## config.mk

```make
export PLATFORM = sky130hd
export DESIGN_NAME = sram_stage_sequencer_flat
export DESIGN_NICKNAME = d
export VERILOG_FILES = /design/src/rtl/sram_stage_sequencer_if.sv /design/src/rtl/sram_stage_sequencer.sv /design/src/flat_wrapper.sv
export SDC_FILE = /design/constraint.sdc
export NUM_CORES = 1
export LEC_CHECK = 0
export BUFFER_PORTS_ARGS = -buffer_cell sky130_fd_sc_hd__buf_2
export CORE_ASPECT_RATIO = 1.5
export CORE_MARGIN = 5
export CORE_UTILIZATION = 25
export DETAILED_ROUTE_END_ITERATION = 8
export PLACE_DENSITY = 0.68
export SYNTH_ARGS = -nofsm -noshare
export SYNTH_HDL_FRONTEND = slang
export SYNTH_SLANG_ARGS = --single-unit
```

## constraint.sdc

```tcl
create_clock -name CLOCK_50 -period 2.76 [get_ports CLOCK_50]
set_clock_uncertainty 0.2 [all_clocks]
set_input_delay 0.414 -clock CLOCK_50 [delete_from_list [all_inputs] [get_ports CLOCK_50]]
set_output_delay 0.414 -clock CLOCK_50 [all_outputs]
set_load 0.01 [all_outputs]
```

## src/rtl/sram_stage_sequencer_if.sv

```systemverilog
// Bundle between the stage sequencer, its processing stages, the default
// SRAM owner and the SRAM controller. master = sequencer side.
interface sram_stage_sequencer_if #(
   parameter int N_STAGES = 3,
   parameter int ADDR_W   = 18,
   parameter int DATA_W   = 16
);
   logic                         Go;
   logic                         Abort;
   logic [N_STAGES-1:0]          Stage_mask;
   logic [N_STAGES-1:0]          Stage_start;
   logic [N_STAGES-1:0]          Stage_done;
   logic [N_STAGES*ADDR_W-1:0]   Stage_SRAM_address;
   logic [N_STAGES*DATA_W-1:0]   Stage_SRAM_write_data;
   logic [N_STAGES-1:0]          Stage_SRAM_we_n;
   logic [ADDR_W-1:0]            Default_SRAM_address;
   logic [ADDR_W-1:0]            SRAM_address;
   logic [DATA_W-1:0]            SRAM_write_data;
   logic                         SRAM_we_n;
   logic                         Busy;
   logic [2:0]                   Active_stage;
   logic                         Seq_done;
   logic                         Seq_aborted;
   logic                         Timeout_flag;

   modport master (
      input  Go, Abort, Stage_mask, Stage_done,
      input  Stage_SRAM_address, Stage_SRAM_write_data, Stage_SRAM_we_n,
      input  Default_SRAM_address,
      output Stage_start, SRAM_address, SRAM_write_data, SRAM_we_n,
      output Busy, Active_stage, Seq_done, Seq_aborted, Timeout_flag
   );

   modport slave (
      output Go, Abort, Stage_mask, Stage_done,
      output Stage_SRAM_address, Stage_SRAM_write_data, Stage_SRAM_we_n,
      output Default_SRAM_address,
      input  Stage_start, SRAM_address, SRAM_write_data, SRAM_we_n,
      input  Busy, Active_stage, Seq_done, Seq_aborted, Timeout_flag
   );
endinterface

```

## src/rtl/sram_stage_sequencer.sv

```systemverilog
// Runs N_STAGES milestone stages in index order via level Start/Done and muxes
// the single SRAM port to the running stage. Optional watchdog: STAGE_TIMEOUT_EN.
module sram_stage_sequencer #(
   parameter int          N_STAGES       = 3,
   parameter int          ADDR_W         = 18,
   parameter int          DATA_W         = 16,
   parameter int unsigned TIMEOUT_CYCLES = 50000000
) (
   input logic                     CLOCK_50,
   input logic                     Resetn,
   sram_stage_sequencer_if.master  bus
);

   localparam logic [2:0] S_IDLE   = 3'd0;
   localparam logic [2:0] S_SELECT = 3'd1;
   localparam logic [2:0] S_RUN    = 3'd2;
   localparam logic [2:0] S_GAP    = 3'd3;
   localparam logic [2:0] S_FINISH = 3'd4;

   logic [2:0]          state;
   logic [N_STAGES-1:0] mask_r;
   logic [3:0]          scan_idx;
   logic [2:0]          active_stage;
   logic [N_STAGES-1:0] stage_start;
   logic                busy;
   logic                seq_done;
   logic                seq_aborted;
   logic                first_run;

   logic                sel_found;
   logic [2:0]          sel_idx;
   logic                done_act;
   logic                done_now;
   logic                timeout_hit;
   logic                abort_now;

   logic [ADDR_W-1:0]   sram_address;
   logic [DATA_W-1:0]   sram_write_data;
   logic                sram_we_n;

   // Lowest enabled stage at or above scan_idx; scan_idx may equal N_STAGES
   // once the last stage has finished, which simply yields no match.
   always_comb begin
      sel_found = 1'b0;
      sel_idx   = '0;
      for (int i = N_STAGES - 1; i >= 0; i--) begin
         if (mask_r[i] && (4'(i) >= scan_idx)) begin
            sel_found = 1'b1;
            sel_idx   = 3'(i);
         end
      end
   end

   // Bus owner is decided only by registered state, so GAP/IDLE always
   // present the default reader with writes disabled.
   always_comb begin
      done_act        = 1'b0;
      sram_address    = bus.Default_SRAM_address;
      sram_write_data = '0;
      sram_we_n       = 1'b1;
      for (int i = 0; i < N_STAGES; i++) begin
         if (active_stage == 3'(i)) begin
            done_act = bus.Stage_done[i];
            if (state == S_RUN) begin
               sram_address    = bus.Stage_SRAM_address[i*ADDR_W +: ADDR_W];
               sram_write_data = bus.Stage_SRAM_write_data[i*DATA_W +: DATA_W];
               sram_we_n       = bus.Stage_SRAM_we_n[i];
            end
         end
      end
   end

   assign done_now  = (state == S_RUN) && !first_run && done_act;
   assign abort_now = bus.Abort || timeout_hit;

`ifdef STAGE_TIMEOUT_EN
   logic [31:0] run_cnt;
   logic        timeout_flag_r;

   assign timeout_hit = (state == S_RUN) && !done_now &&
                        (run_cnt == 32'(TIMEOUT_CYCLES - 32'd1));

   always_ff @(posedge CLOCK_50 or negedge Resetn) begin
      if (!Resetn) begin
         run_cnt        <= '0;
         timeout_flag_r <= 1'b0;
      end else begin
         if (state == S_IDLE && bus.Go && !bus.Abort)
            timeout_flag_r <= 1'b0;
         else if (timeout_hit)
            timeout_flag_r <= 1'b1;

         if (state == S_SELECT)
            run_cnt <= '0;
         else if (state == S_RUN)
            run_cnt <= run_cnt + 32'd1;
      end
   end

   assign bus.Timeout_flag = timeout_flag_r;
`else
   assign timeout_hit      = 1'b0;
   assign bus.Timeout_flag = 1'b0;
`endif

   always_ff @(posedge CLOCK_50 or negedge Resetn) begin
      if (!Resetn) begin
         state        <= S_IDLE;
         mask_r       <= '0;
         scan_idx     <= '0;
         active_stage <= '0;
         stage_start  <= '0;
         busy         <= 1'b0;
         seq_done     <= 1'b0;
         seq_aborted  <= 1'b0;
         first_run    <= 1'b0;
      end else begin
         seq_done    <= 1'b0;
         seq_aborted <= 1'b0;
         if (state == S_IDLE) begin
            if (bus.Go && !bus.Abort) begin
               mask_r   <= bus.Stage_mask;
               scan_idx <= '0;
               busy     <= 1'b1;
               state    <= S_SELECT;
            end
         end else if (abort_now) begin
            // Abort outranks a same-cycle Stage_done or completion.
            stage_start  <= '0;
            seq_aborted  <= 1'b1;
            busy         <= 1'b0;
            active_stage <= '0;
            first_run    <= 1'b0;
            state        <= S_IDLE;
         end else begin
            case (state)
               S_SELECT: begin
                  if (sel_found) begin
                     active_stage <= sel_idx;
                     stage_start  <= N_STAGES'(1) << sel_idx;
                     first_run    <= 1'b1;
                     state        <= S_RUN;
                  end else begin
                     state <= S_FINISH;
                  end
               end
               S_RUN: begin
                  first_run <= 1'b0;
                  if (done_now) begin
                     stage_start <= '0;
                     scan_idx    <= 4'(active_stage) + 4'd1;
                     state       <= S_GAP;
                  end
               end
               S_GAP: begin
                  state <= S_SELECT;
               end
               S_FINISH: begin
                  seq_done     <= 1'b1;
                  busy         <= 1'b0;
                  active_stage <= '0;
                  state        <= S_IDLE;
               end
               default: begin
                  stage_start <= '0;
                  busy        <= 1'b0;
                  state       <= S_IDLE;
               end
            endcase
         end
      end
   end

   assign bus.Stage_start     = stage_start;
   assign bus.Busy            = busy;
   assign bus.Active_stage    = active_stage;
   assign bus.Seq_done        = seq_done;
   assign bus.Seq_aborted     = seq_aborted;
   assign bus.SRAM_address    = sram_address;
   assign bus.SRAM_write_data = sram_write_data;
   assign bus.SRAM_we_n       = sram_we_n;

endmodule

```

## src/flat_wrapper.sv

```systemverilog
// flat-port wrapper written by rule: the top's interface ports become plain ports
module sram_stage_sequencer_flat 
#(
   parameter int          N_STAGES       = 3,
   parameter int          ADDR_W         = 18,
   parameter int          DATA_W         = 16,
   parameter int unsigned TIMEOUT_CYCLES = 50000000
)
  (CLOCK_50, Resetn, bus_Go, bus_Abort, bus_Stage_mask, bus_Stage_done, bus_Stage_SRAM_address, bus_Stage_SRAM_write_data, bus_Stage_SRAM_we_n, bus_Default_SRAM_address, bus_Stage_start, bus_SRAM_address, bus_SRAM_write_data, bus_SRAM_we_n, bus_Busy, bus_Active_stage, bus_Seq_done, bus_Seq_aborted, bus_Timeout_flag);
  sram_stage_sequencer_if #(.N_STAGES(N_STAGES), .ADDR_W(ADDR_W), .DATA_W(DATA_W)) bus_i ();
  input logic CLOCK_50;
  input logic Resetn;
  input wire logic [$bits(bus_i.Go)-1:0] bus_Go;
  input wire logic [$bits(bus_i.Abort)-1:0] bus_Abort;
  input wire logic [$bits(bus_i.Stage_mask)-1:0] bus_Stage_mask;
  input wire logic [$bits(bus_i.Stage_done)-1:0] bus_Stage_done;
  input wire logic [$bits(bus_i.Stage_SRAM_address)-1:0] bus_Stage_SRAM_address;
  input wire logic [$bits(bus_i.Stage_SRAM_write_data)-1:0] bus_Stage_SRAM_write_data;
  input wire logic [$bits(bus_i.Stage_SRAM_we_n)-1:0] bus_Stage_SRAM_we_n;
  input wire logic [$bits(bus_i.Default_SRAM_address)-1:0] bus_Default_SRAM_address;
  output wire logic [$bits(bus_i.Stage_start)-1:0] bus_Stage_start;
  output wire logic [$bits(bus_i.SRAM_address)-1:0] bus_SRAM_address;
  output wire logic [$bits(bus_i.SRAM_write_data)-1:0] bus_SRAM_write_data;
  output wire logic [$bits(bus_i.SRAM_we_n)-1:0] bus_SRAM_we_n;
  output wire logic [$bits(bus_i.Busy)-1:0] bus_Busy;
  output wire logic [$bits(bus_i.Active_stage)-1:0] bus_Active_stage;
  output wire logic [$bits(bus_i.Seq_done)-1:0] bus_Seq_done;
  output wire logic [$bits(bus_i.Seq_aborted)-1:0] bus_Seq_aborted;
  output wire logic [$bits(bus_i.Timeout_flag)-1:0] bus_Timeout_flag;
  assign bus_i.Go = bus_Go;
  assign bus_i.Abort = bus_Abort;
  assign bus_i.Stage_mask = bus_Stage_mask;
  assign bus_i.Stage_done = bus_Stage_done;
  assign bus_i.Stage_SRAM_address = bus_Stage_SRAM_address;
  assign bus_i.Stage_SRAM_write_data = bus_Stage_SRAM_write_data;
  assign bus_i.Stage_SRAM_we_n = bus_Stage_SRAM_we_n;
  assign bus_i.Default_SRAM_address = bus_Default_SRAM_address;
  assign bus_Stage_start = bus_i.Stage_start;
  assign bus_SRAM_address = bus_i.SRAM_address;
  assign bus_SRAM_write_data = bus_i.SRAM_write_data;
  assign bus_SRAM_we_n = bus_i.SRAM_we_n;
  assign bus_Busy = bus_i.Busy;
  assign bus_Active_stage = bus_i.Active_stage;
  assign bus_Seq_done = bus_i.Seq_done;
  assign bus_Seq_aborted = bus_i.Seq_aborted;
  assign bus_Timeout_flag = bus_i.Timeout_flag;
  sram_stage_sequencer #(.N_STAGES(N_STAGES), .ADDR_W(ADDR_W), .DATA_W(DATA_W), .TIMEOUT_CYCLES(TIMEOUT_CYCLES)) u_core (.CLOCK_50(CLOCK_50), .Resetn(Resetn), .bus(bus_i));
endmodule
```

==> run_results.csv, run 1 <==
group,metric,value,unit
placement,io_buffers,175,
sta,rsz0062_at_grt,"true",
critical_path,cp_max_fo,18,
pwr,combPwrFrac,63.0,%
sta,fmax,0.385,GHz
sta,finalCritPeriodShare,94.2,%
global_routing,grt_pass1_vias,2459,
placement,place_area,2980,um2
critical_path,worst-r2r-cell-count,7,
min_path,hold_start,"bus_Stage_mask[1]",
critical_path,worst-r2r-setup-slack,0.36,ns
placement,place_ws,0.314,ns
floorplan,core,7710,um2
detailed_routing,drt-total-wl,7900,um
global_routing,grt_max_degree,37,
critical_path,worstPathArrival,1.99,ns
sta,fin_ws,0.160,ns
sta,finalHoldViolCount,0,
cells_and_area,area_growth,55.9,%
clocking,htreeDepth,1,
detailed_routing,viasPerCell,4.78,
yosys,synth_edf_count,0,
pwr,p_leak,0.00167,uW
clocking,worst_skew_pair.late_latency,0.25,ns
pwr,p_sw_share,42.6,%
clocking,cts_sinks,18,
floorplan,die_w,82.7,um
pwr,p_clk_share,16.2,%
clocking,cts_buffer_depth,2,
yosys,yosysSeqAreaShare,22.7,%
min_path,min_to,"u_core.mask_r[1]$_DFFE_PN0P_",
placement,post-place-cells,536,
global_routing,antenna_found_initial,0,
detailed_routing,post-route-drc-count,0,
critical_path,r2r_end,"u_core.bus.Stage_start[0]$_DFFE_PN0P_",
critical_path,cp-end-kind,"output pin",
sta,min_period,2.60,ns
cells_and_area,multi_input_area,1390,um2
placement,dp_hpwl,6420,um
clocking,path_clk_slew,0.05,ns
sta,final_max_slew_viol_count,0,
pwr,p_sw,829,uW
detailed_routing,vias,2588,
floorplan,start_util,25.7,%
critical_path,startpoint_type,"flop",
cells_and_area,fill_cells,833,
yosys,yosysUniqueCellTypes,44,
pwr,power,1940,uW
yosys,async_reset_ff_share,100,%
pwr,p_seq_share,20.8,%
yosys,netlist_area,1980,um2
detailed_routing,dr.pass1.iters,5,
cells_and_area,seqCellArea,450,um2
cells_and_area,final_cell_area,3090,um2
cells_and_area,instances_no_fill,541,
global_routing,grt_overflow,0,
yosys,ys_ff_latch,18,
floorplan,die_h,119,um
clocking,cts_buffers,3,
cells_and_area,nNetsFinal,577,
yosys,ys.flop_type,"dfrtp_1",
clocking,root_buffer,"clkbuf_16",
detailed_routing,drt_iter0_drc,144,
yosys,synth.most_common_cell,"a21oi_1",
yosys,synth_top_cell_area_share,22.7,%
clocking,cts_tree,"done",
yosys,syn_inst,267,
pwr,peakVddDrop,0.727,mV
status,outcome,"finished clean",
critical_path,setup.worst_path.start,"u_core.bus.Active_stage[0]$_DFFE_PN0P_",
yosys,synth_warnings,0,
detailed_routing,ant_nets,0,
floorplan,dieArea,9860,um2
critical_path,crit_type,"reg2out",
flow_run,maxCapViolCount,0,
sta,setup_viol,0,
sta,hold_slack,0.196,ns
floorplan,ios,178,
cells_and_area,drive_gt1_share,46.9,%
detailed_routing,avgRoutedWirePerCell,14.6,um
yosys,synth.avg_cell_area,7.43,um2
critical_path,r2r_start,"u_core.bus.Active_stage[0]$_DFFE_PN0P_",
pwr,p_int,1110,uW
yosys,synth_area_leader_cell,"dfrtp_1",
pwr,p_per_area,628,nW/um2
floorplan,num_rows,39,
global_routing,grt_pass1_wl,11500,um
placement,gp_congestion,0.816,
min_path,hold_depth,2,
min_path,hold_class,"in2reg",
cells_and_area,n_antenna_cell,0,
yosys,yosys-top-cells-count,"a21oi_1 (39), nor2_1 (37), o21ai_0 (24), a22oi_1 (19)",
critical_path,crit_required,2.15,ns
yosys,synth_area_leaders,"dfrtp_1 (23%), a21oi_1 (9.8%), mux2i_1 (9.1%)",
global_routing,grt_use_total,14.7,%
[worst max-delay path by stage]
stage / end / slack, ns / cells after the start
after global routing: bus_SRAM_address[6] / -0.003 / 8
final: bus_SRAM_address[6] / 0.16 / 8
after floorplan: bus_SRAM_write_data[10] / 0.22 / 10
after CTS: bus_SRAM_address[6] / 0.04 / 8
after detailed placement: bus_SRAM_address[6] / 0.31 / 8
after global placement: bus_SRAM_address[6] / 0.33 / 8
[cell type report]
cell class	instances	share of cell area (%)
inverters	9	1.09
flip-flops and latches	18	14.6
repair buffers	190	32.4
clock buffers	4	2.87
multi-input cells	218	44.9
well taps	102	4.13
[routing by layer]
metal	up-vias	GRT usage [%]	wire (um)
met2	109	27.8	4210
met5	-	0	0
met1	1155	16.8	2930
li1	1314	-	-
met3	10	2.04	698
met4	0	2.97	70
[worst max-delay path, stage by stage (launching register included)]
cell and delay (ns):
dfrtp_1 0.42, inv_1 0.12, ha_1 0.18, and2_1 0.17
buf_12 0.19, mux2i_2 0.27, a21oi_1 0.10, a21o_1 0.16
buf_2 0.13
[timing repair]
item	4_1_cts	5_1_grt
gates resized for setup	0	5
hold endpoints to repair	18	0
hold buffers	1	0
buffers inserted	0	0
endpoints found under the setup margin	0	18
[cells in the final DEF (no fill, tap or decap), drive strengths merged, types with 9 or more instances in the layout]
cell type / netlist / routed
a21o: 18 / 18
a21oi: 39 / 39
a22oi: 19 / 19
buf: 8 / 189
dfrtp: 18 / 18
inv: 9 / 9
mux2i: 18 / 18
nand2: 13 / 13
nor2: 37 / 37
o21ai: 26 / 26
[per-stage QoR]
| stage | util, % | TNS [ns] |
|---|---|---|
| 4_1_cts | 39.9 | 0 |
| 2_1_floorplan | - | 0 |
| 3_5_place_dp | 38.6 | 0 |
| 3_3_place_gp | 38.6 | 0 |
| 6_report | 40.1 | 0 |
| 5_1_grt | 40.1 | -0.00374 |
[power groups by stage]
stage / clock network, uW / registers [uW] / logic, uW
6_report: 315 / 404 / 1230
5_1_grt: 335 / 417 / 1370
4_1_cts: 322 / 404 / 1220
3_5_place_dp: 0 / 407 / 1210
3_3_place_gp: 0 / 403 / 1190
2_1_floorplan: 0 / 405 / 797
[sequential cells by signal, indices dropped and copies added (netlist names)]
name / count
u_core.bus.Seq_done: 1
u_core.first_run: 1
u_core.mask_r: 3
u_core.scan_idx: 3
u_core.bus.Busy: 1
u_core.bus.Stage_start: 3
u_core.bus.Active_stage: 2
u_core.state: 3
u_core.bus.Seq_aborted: 1
[kinds of logic after synthesis]
group,count (synthesis),share of synthesized area [%]
AOI/OAI and AO/OA,116,37.1
adders and majority gates,4,2.52
buffers and inverters,32,7.82
DFF,18,22.7
muxes,22,11.3
other,1,0.189
and+or+nand+nor,74,18.3
Note: power is estimated with default switching activity, not from simulation.
==> inputs of run 2 (changes only) <==
==> constraint.sdc (replaced) <==
create_clock -name CLOCK_50 -period 2.76 [get_ports CLOCK_50]
set_clock_uncertainty 0.2 [all_clocks]
set_input_delay 0.552 -clock CLOCK_50 [delete_from_list [all_inputs] [get_ports CLOCK_50]]
set_output_delay 0.552 -clock CLOCK_50 [all_outputs]
set_load 0.01 [all_outputs]
==> run 2 against run 1 <==
Sequential share of layout area is 0.30 points lower; design area is 2.4% higher; hold slack worse by 0.17 ns; sequential power hardly changed; worst setup slack worse by 0.091 ns; combinational power is 5% higher; non-clock buffer count is 4 higher; via count is 1.3% higher; register-to-register slack hardly changed; critical path depth stayed put; critical endpoint is now bus_SRAM_address[1]; highest routed layer unchanged.
==> run_results.csv, run 2 (synthesis results as in run 1) <==
group,metric,value,unit
status,outcome,"finished clean",
global_routing,grt_use_total,14.9,%
sta,finalSetupTns,0,ns
detailed_routing,vias,2621,
floorplan,dieArea,9860,um2
pwr,p_per_area,634,nW/um2
cells_and_area,n_antenna_cell,0,
floorplan,die_h,119,um
global_routing,grt_max_degree,25,
clocking,path_clk_slew,0.05,ns
pwr,power,2010,uW
global_routing,antenna_found_initial,0,
critical_path,cp-end-kind,"output pin",
placement,io_buffers,175,
detailed_routing,avgRoutedWirePerCell,14.8,um
critical_path,startpoint_type,"flop",
pwr,peakVddDrop,0.587,mV
sta,final_max_slew_viol_count,0,
detailed_routing,post-route-drc-count,0,
critical_path,crit_type,"reg2out",
placement,dp_hpwl,6580,um
detailed_routing,viasPerCell,4.81,
cells_and_area,area_growth,59.6,%
clocking,cts_buffers,3,
global_routing,grt_overflow,0,
flow_run,maxCapViolCount,0,
critical_path,cpMaxStageDelayCell,"dfrtp_2",
floorplan,die_w,82.7,um
floorplan,num_rows,39,
pwr,p_leak,0.00169,uW
clocking,root_buffer,"clkbuf_16",
sta,rsz0062_at_grt,"true",
critical_path,cp_max_fo,7,
sta,fmax,0.372,GHz
cells_and_area,nNetsFinal,581,
sta,finalCritPeriodShare,97.5,%
floorplan,core,7710,um2
sta,slew_headroom,58.2,%
clocking,cts_tree,"done",
sta,min_period,2.69,ns
cells_and_area,drive_gt1_share,49.9,%
sta,setup_viol,0,
clocking,cts_sinks,18,
clocking,hold_buffers,0,
detailed_routing,drt-total-wl,8050,um
floorplan,start_util,25.7,%
floorplan,ios,178,
clocking,cts_buffer_depth,2,
cells_and_area,post-route-util,41.1,%
sta,finalHoldViolCount,0,
detailed_routing,dr.pass1.iters,4,
cells_and_area,mostFrequentLayoutCells,"buf_2 (175), a21oi_1 (39), nor2_1 (37)",
detailed_routing,ant_nets,0,
sta,tightest_slew,0.626,ns
cells_and_area,final_common_cell,"buf_2",
critical_path,worstPathArrival,1.94,ns
global_routing,grt_pass1_wl,11900,um
critical_path,crit_required,2.01,ns
critical_path,slowest_delay,0.43,ns
cells_and_area,fill_cells,805,
critical_path,cp_cell_sequence,"inv_1 > ha_2 > and2_4 > buf_8 > mux2i_4 > a21oi_1 > a21o_1 > buf_2",
clocking,htreeDepth,1,
clocking,worst_skew_pair.late_latency,0.25,ns
placement,gp_congestion,0.851,
detailed_routing,drt_iter0_drc,133,
min_path,hold_class,"in2async",
global_routing,grt_pass1_vias,2522,
==> run 2: worst paths after layout <==
kind	startpoint	to	slack, ns	cells after the start
worst max register to register	u_core.bus.Active_stage[0]$_DFFE_PN0P_	u_core.bus.Stage_start[0]$_DFFE_PN0P_	0.37	7
worst min-delay path	Resetn	u_core.bus.Busy$_DFFE_PN0P_	0.03	1
worst max-delay path	u_core.bus.Active_stage[1]$_DFFE_PN0P_	bus_SRAM_address[1]	0.07	8
max in group asynchronous	Resetn	u_core.bus.Active_stage[1]$_DFFE_PN0P_	2.02	1
min in group CLOCK_50	u_core.bus.Stage_start[0]$_DFFE_PN0P_	u_core.bus.Stage_start[0]$_DFFE_PN0P_	0.32	1
worst min register to register	u_core.bus.Stage_start[0]$_DFFE_PN0P_	u_core.bus.Stage_start[0]$_DFFE_PN0P_	0.32	1
==> run 2: per-layer routing <==
metal / GRT usage, % / routed length (um) / up-vias
met5: 0 / 0 / -
met4: 2.04 / 44 / 0
met3: 0.755 / 712 / 6
met2: 29.1 / 4330 / 121
met1: 17.7 / 2960 / 1178
li1: - / - / 1316
==> run 2: cell type report <==
cell class                 instances  area (um2)  area share, %
inverter                           9        33.8           1.07
tap                              102         128           4.03
clock buffer                       4        88.8           2.81
multi-input combinational        218        1440           45.3
timing repair buffer             194        1030           32.5
sequential                        18         452           14.3
==> run 2: worst max-delay path, delay by kind of cell (launching register included) <==
family / cells / cell delay, ns
adder cells (fa/ha/maj): 1 / 0.19
AO/OA/AOI/OAI: 2 / 0.27
buffers and inverters: 3 / 0.38
multiplexers: 1 / 0.24
AND/OR/NAND/NOR: 1 / 0.18
flip-flops: 1 / 0.43
==> run 2: through the flow <==
step	instance area [um2]	cells	worst slack, ns	hold WS (ns)
2_1_floorplan	1990	268	0.0817	0.0564
3_3_place_gp	2980	536	0.188	0.296
3_5_place_dp	2980	536	0.178	0.304
4_1_cts	3100	541	0.0164	0.0405
5_1_grt	3170	545	-0.0138	0.0566
6_report	3170	545	0.0686	0.0250
==> run 2: timing repair <==
item / in CTS / in global routing
pin swaps: 0 / 1
resized for setup: 9 / 11
cloned: 1 / 0
endpoints found under the setup margin: 18 / 29
buffers inserted: 0 / 4
==> run 2: where the power goes <==
part / total [uW] / switching [uW] / leakage, uW / internal (uW)
combinational: 1290 / 690 / 0.00142 / 599
clock: 317 / 97.0 / 0.0000442 / 220
sequential: 402 / 67.5 / 0.000234 / 335
==> inputs of run 3 (changes only) <==
--- a/config.mk
+++ b/config.mk
@@ -13,2 +13,3 @@
 export PLACE_DENSITY = 0.68
+export SETUP_SLACK_MARGIN = 0.15
 export SYNTH_ARGS = -nofsm -noshare
==> constraint.sdc (replaced) <==
create_clock -name CLOCK_50 -period 2.76 [get_ports CLOCK_50]
set_clock_uncertainty 0.2 [all_clocks]
set_input_delay 0.414 -clock CLOCK_50 [delete_from_list [all_inputs] [get_ports CLOCK_50]]
set_output_delay 0.414 -clock CLOCK_50 [all_outputs]
set_load 0.01 [all_outputs]
==> run 3 against run 2 <==
Worst setup slack improved by 0.18 ns; clock power about the same; fmax increased by 7.0%; highest routed layer unchanged.
==> run_results.csv, run 3 (synthesis results as in run 1) <==
group,metric,value,unit
status,outcome,"finished clean",
pwr,power,2040,uW
detailed_routing,vias,2604,
floorplan,ios,178,
critical_path,crit_type,"reg2out",
floorplan,num_rows,39,
pwr,p_leak,0.00171,uW
clocking,cts_buffer_depth,2,
floorplan,die_h,119,um
sta,finalHoldViolCount,0,
sta,setup_viol,0,
floorplan,core,7710,um2
cells_and_area,drive_gt1_share,48.6,%
detailed_routing,dr.pass1.iters,4,
clocking,path_clk_slew,0.05,ns
clocking,cts_tree,"done",
clocking,root_buffer,"clkbuf_16",
placement,io_buffers,175,
global_routing,grt_overflow,0,
global_routing,grt_max_degree,37,
detailed_routing,post-route-drc-count,0,
detailed_routing,ant_nets,0,
critical_path,startpoint_type,"flop",
pwr,peakVddDrop,0.747,mV
min_path,hold_class,"in2reg",
global_routing,grt_use_total,14.9,%
floorplan,die_w,82.7,um
critical_path,cp-end-kind,"output pin",
placement,dp_hpwl,6420,um
cells_and_area,n_antenna_cell,0,
global_routing,grt_pass1_vias,2460,
floorplan,dieArea,9860,um2
critical_path,crit_required,2.15,ns
cells_and_area,fill_cells,826,
sta,final_max_slew_viol_count,0,
sta,finalSetupTns,0,ns
sta,min_period,2.52,ns
cells_and_area,final_common_cell,"buf_2",
placement,gp_congestion,0.816,
cells_and_area,mostFrequentLayoutCells,"buf_2 (175), a21oi_1 (39), nor2_1 (37)",
critical_path,worstPathArrival,1.90,ns
cells_and_area,area_growth,61.2,%
floorplan,start_util,25.7,%
clocking,cts_buffers,3,
detailed_routing,avgRoutedWirePerCell,15.0,um
pwr,p_per_area,638,nW/um2
detailed_routing,drt-total-wl,8170,um
sta,rsz0062_at_grt,"true",
clocking,htreeDepth,1,
global_routing,grt_pass1_wl,11700,um
flow_run,maxCapViolCount,0,
cells_and_area,nNetsFinal,580,
global_routing,antenna_found_initial,0,
clocking,cts_sinks,18,
sta,fmax,0.397,GHz
critical_path,cp_max_fo,5,
sta,finalCritPeriodShare,91.2,%
clocking,worst_skew_pair.late_latency,0.25,ns
cells_and_area,post-route-util,41.5,%
detailed_routing,drt_iter0_drc,148,
detailed_routing,viasPerCell,4.79,
-- run 3: cell count changes in the layout (fill, tap and decap cells not counted), moves of 2 or more --
cell	change
buf_4	-6
o21ai_1	+4
mux2i_2	-2
buf_6	+2
o21ai_0	-4
mux2i_1	+2
-- run 3: layout make-up --
cell class / count / area (um2) / area share, %
clock buffers: 4 / 88.8 / 2.78
inverters: 9 / 33.8 / 1.06
multi-input cells: 218 / 1420 / 44.5
flip-flops and latches: 18 / 450 / 14.1
well taps: 102 / 128 / 3.99
repair buffers: 193 / 1070 / 33.6
-- run 3: repair_timing --
action                     CTS  global route
hold endpoints to repair    18             0
buffers inserted             1             0
cloned                       1             1
setup endpoints to repair   18            23
gates resized for setup      7            15
hold buffers                 1             0
-- run 3: critical path: stages, from the launching register on --
cell     delay, ns
dfrtp_1       0.38
inv_1         0.15
ha_4          0.16
and2_4        0.20
buf_12        0.15
mux2i_1       0.24
a21oi_1       0.10
a21o_1        0.15
buf_2         0.13
-- run 3: layer usage --
metal	up-vias	global-route usage, %	wire [um]
met4	0	2.97	63
li1	1323	-	-
met1	1158	17.2	3130
met2	115	28.0	4280
met5	-	0	0
met3	8	2.04	705
-- run 3: stage by stage --
step | instances | hold slack [ns] | instance area, um2 | worst slack (ns)
floorplan | 268 | -0.0816 | 1990 | 0.220
global placement | 536 | 0.159 | 2980 | 0.334
detailed placement | 536 | 0.168 | 2980 | 0.314
CTS | 543 | 0.195 | 3140 | 0.164
global route | 544 | 0.200 | 3200 | 0.120
finish | 544 | 0.196 | 3200 | 0.244
-- run 3: path summary, 6_finish.rpt --
| kind | from | end | slack (ns) | depth (start not counted) |
|---|---|---|---|---|
| max in group asynchronous | Resetn | u_core.bus.Active_stage[1]$_DFFE_PN0P_ | 1.63 | 2 |
| min in group asynchronous | Resetn | u_core.bus.Busy$_DFFE_PN0P_ | 0.44 | 2 |
| setup reg to reg | u_core.bus.Active_stage[0]$_DFFE_PN0P_ | u_core.bus.Stage_start[0]$_DFFE_PN0P_ | 0.40 | 7 |
| setup / recovery | u_core.bus.Active_stage[0]$_DFFE_PN0P_ | bus_SRAM_address[4] | 0.24 | 8 |
| hold reg to reg | u_core.mask_r[1]$_DFFE_PN0P_ | u_core.mask_r[1]$_DFFE_PN0P_ | 0.33 | 1 |
| hold / removal | bus_Stage_mask[1] | u_core.mask_r[1]$_DFFE_PN0P_ | 0.20 | 2 |
-- run 3: power by group --
part / switching (uW) / leakage (uW) / total [uW] / internal (uW)
clock: 94.6 / 0.0000442 / 315 / 220
combinational: 700 / 0.00142 / 1320 / 623
sequential: 68.2 / 0.000236 / 402 / 334
total: 862 / 0.00171 / 2040 / 1180
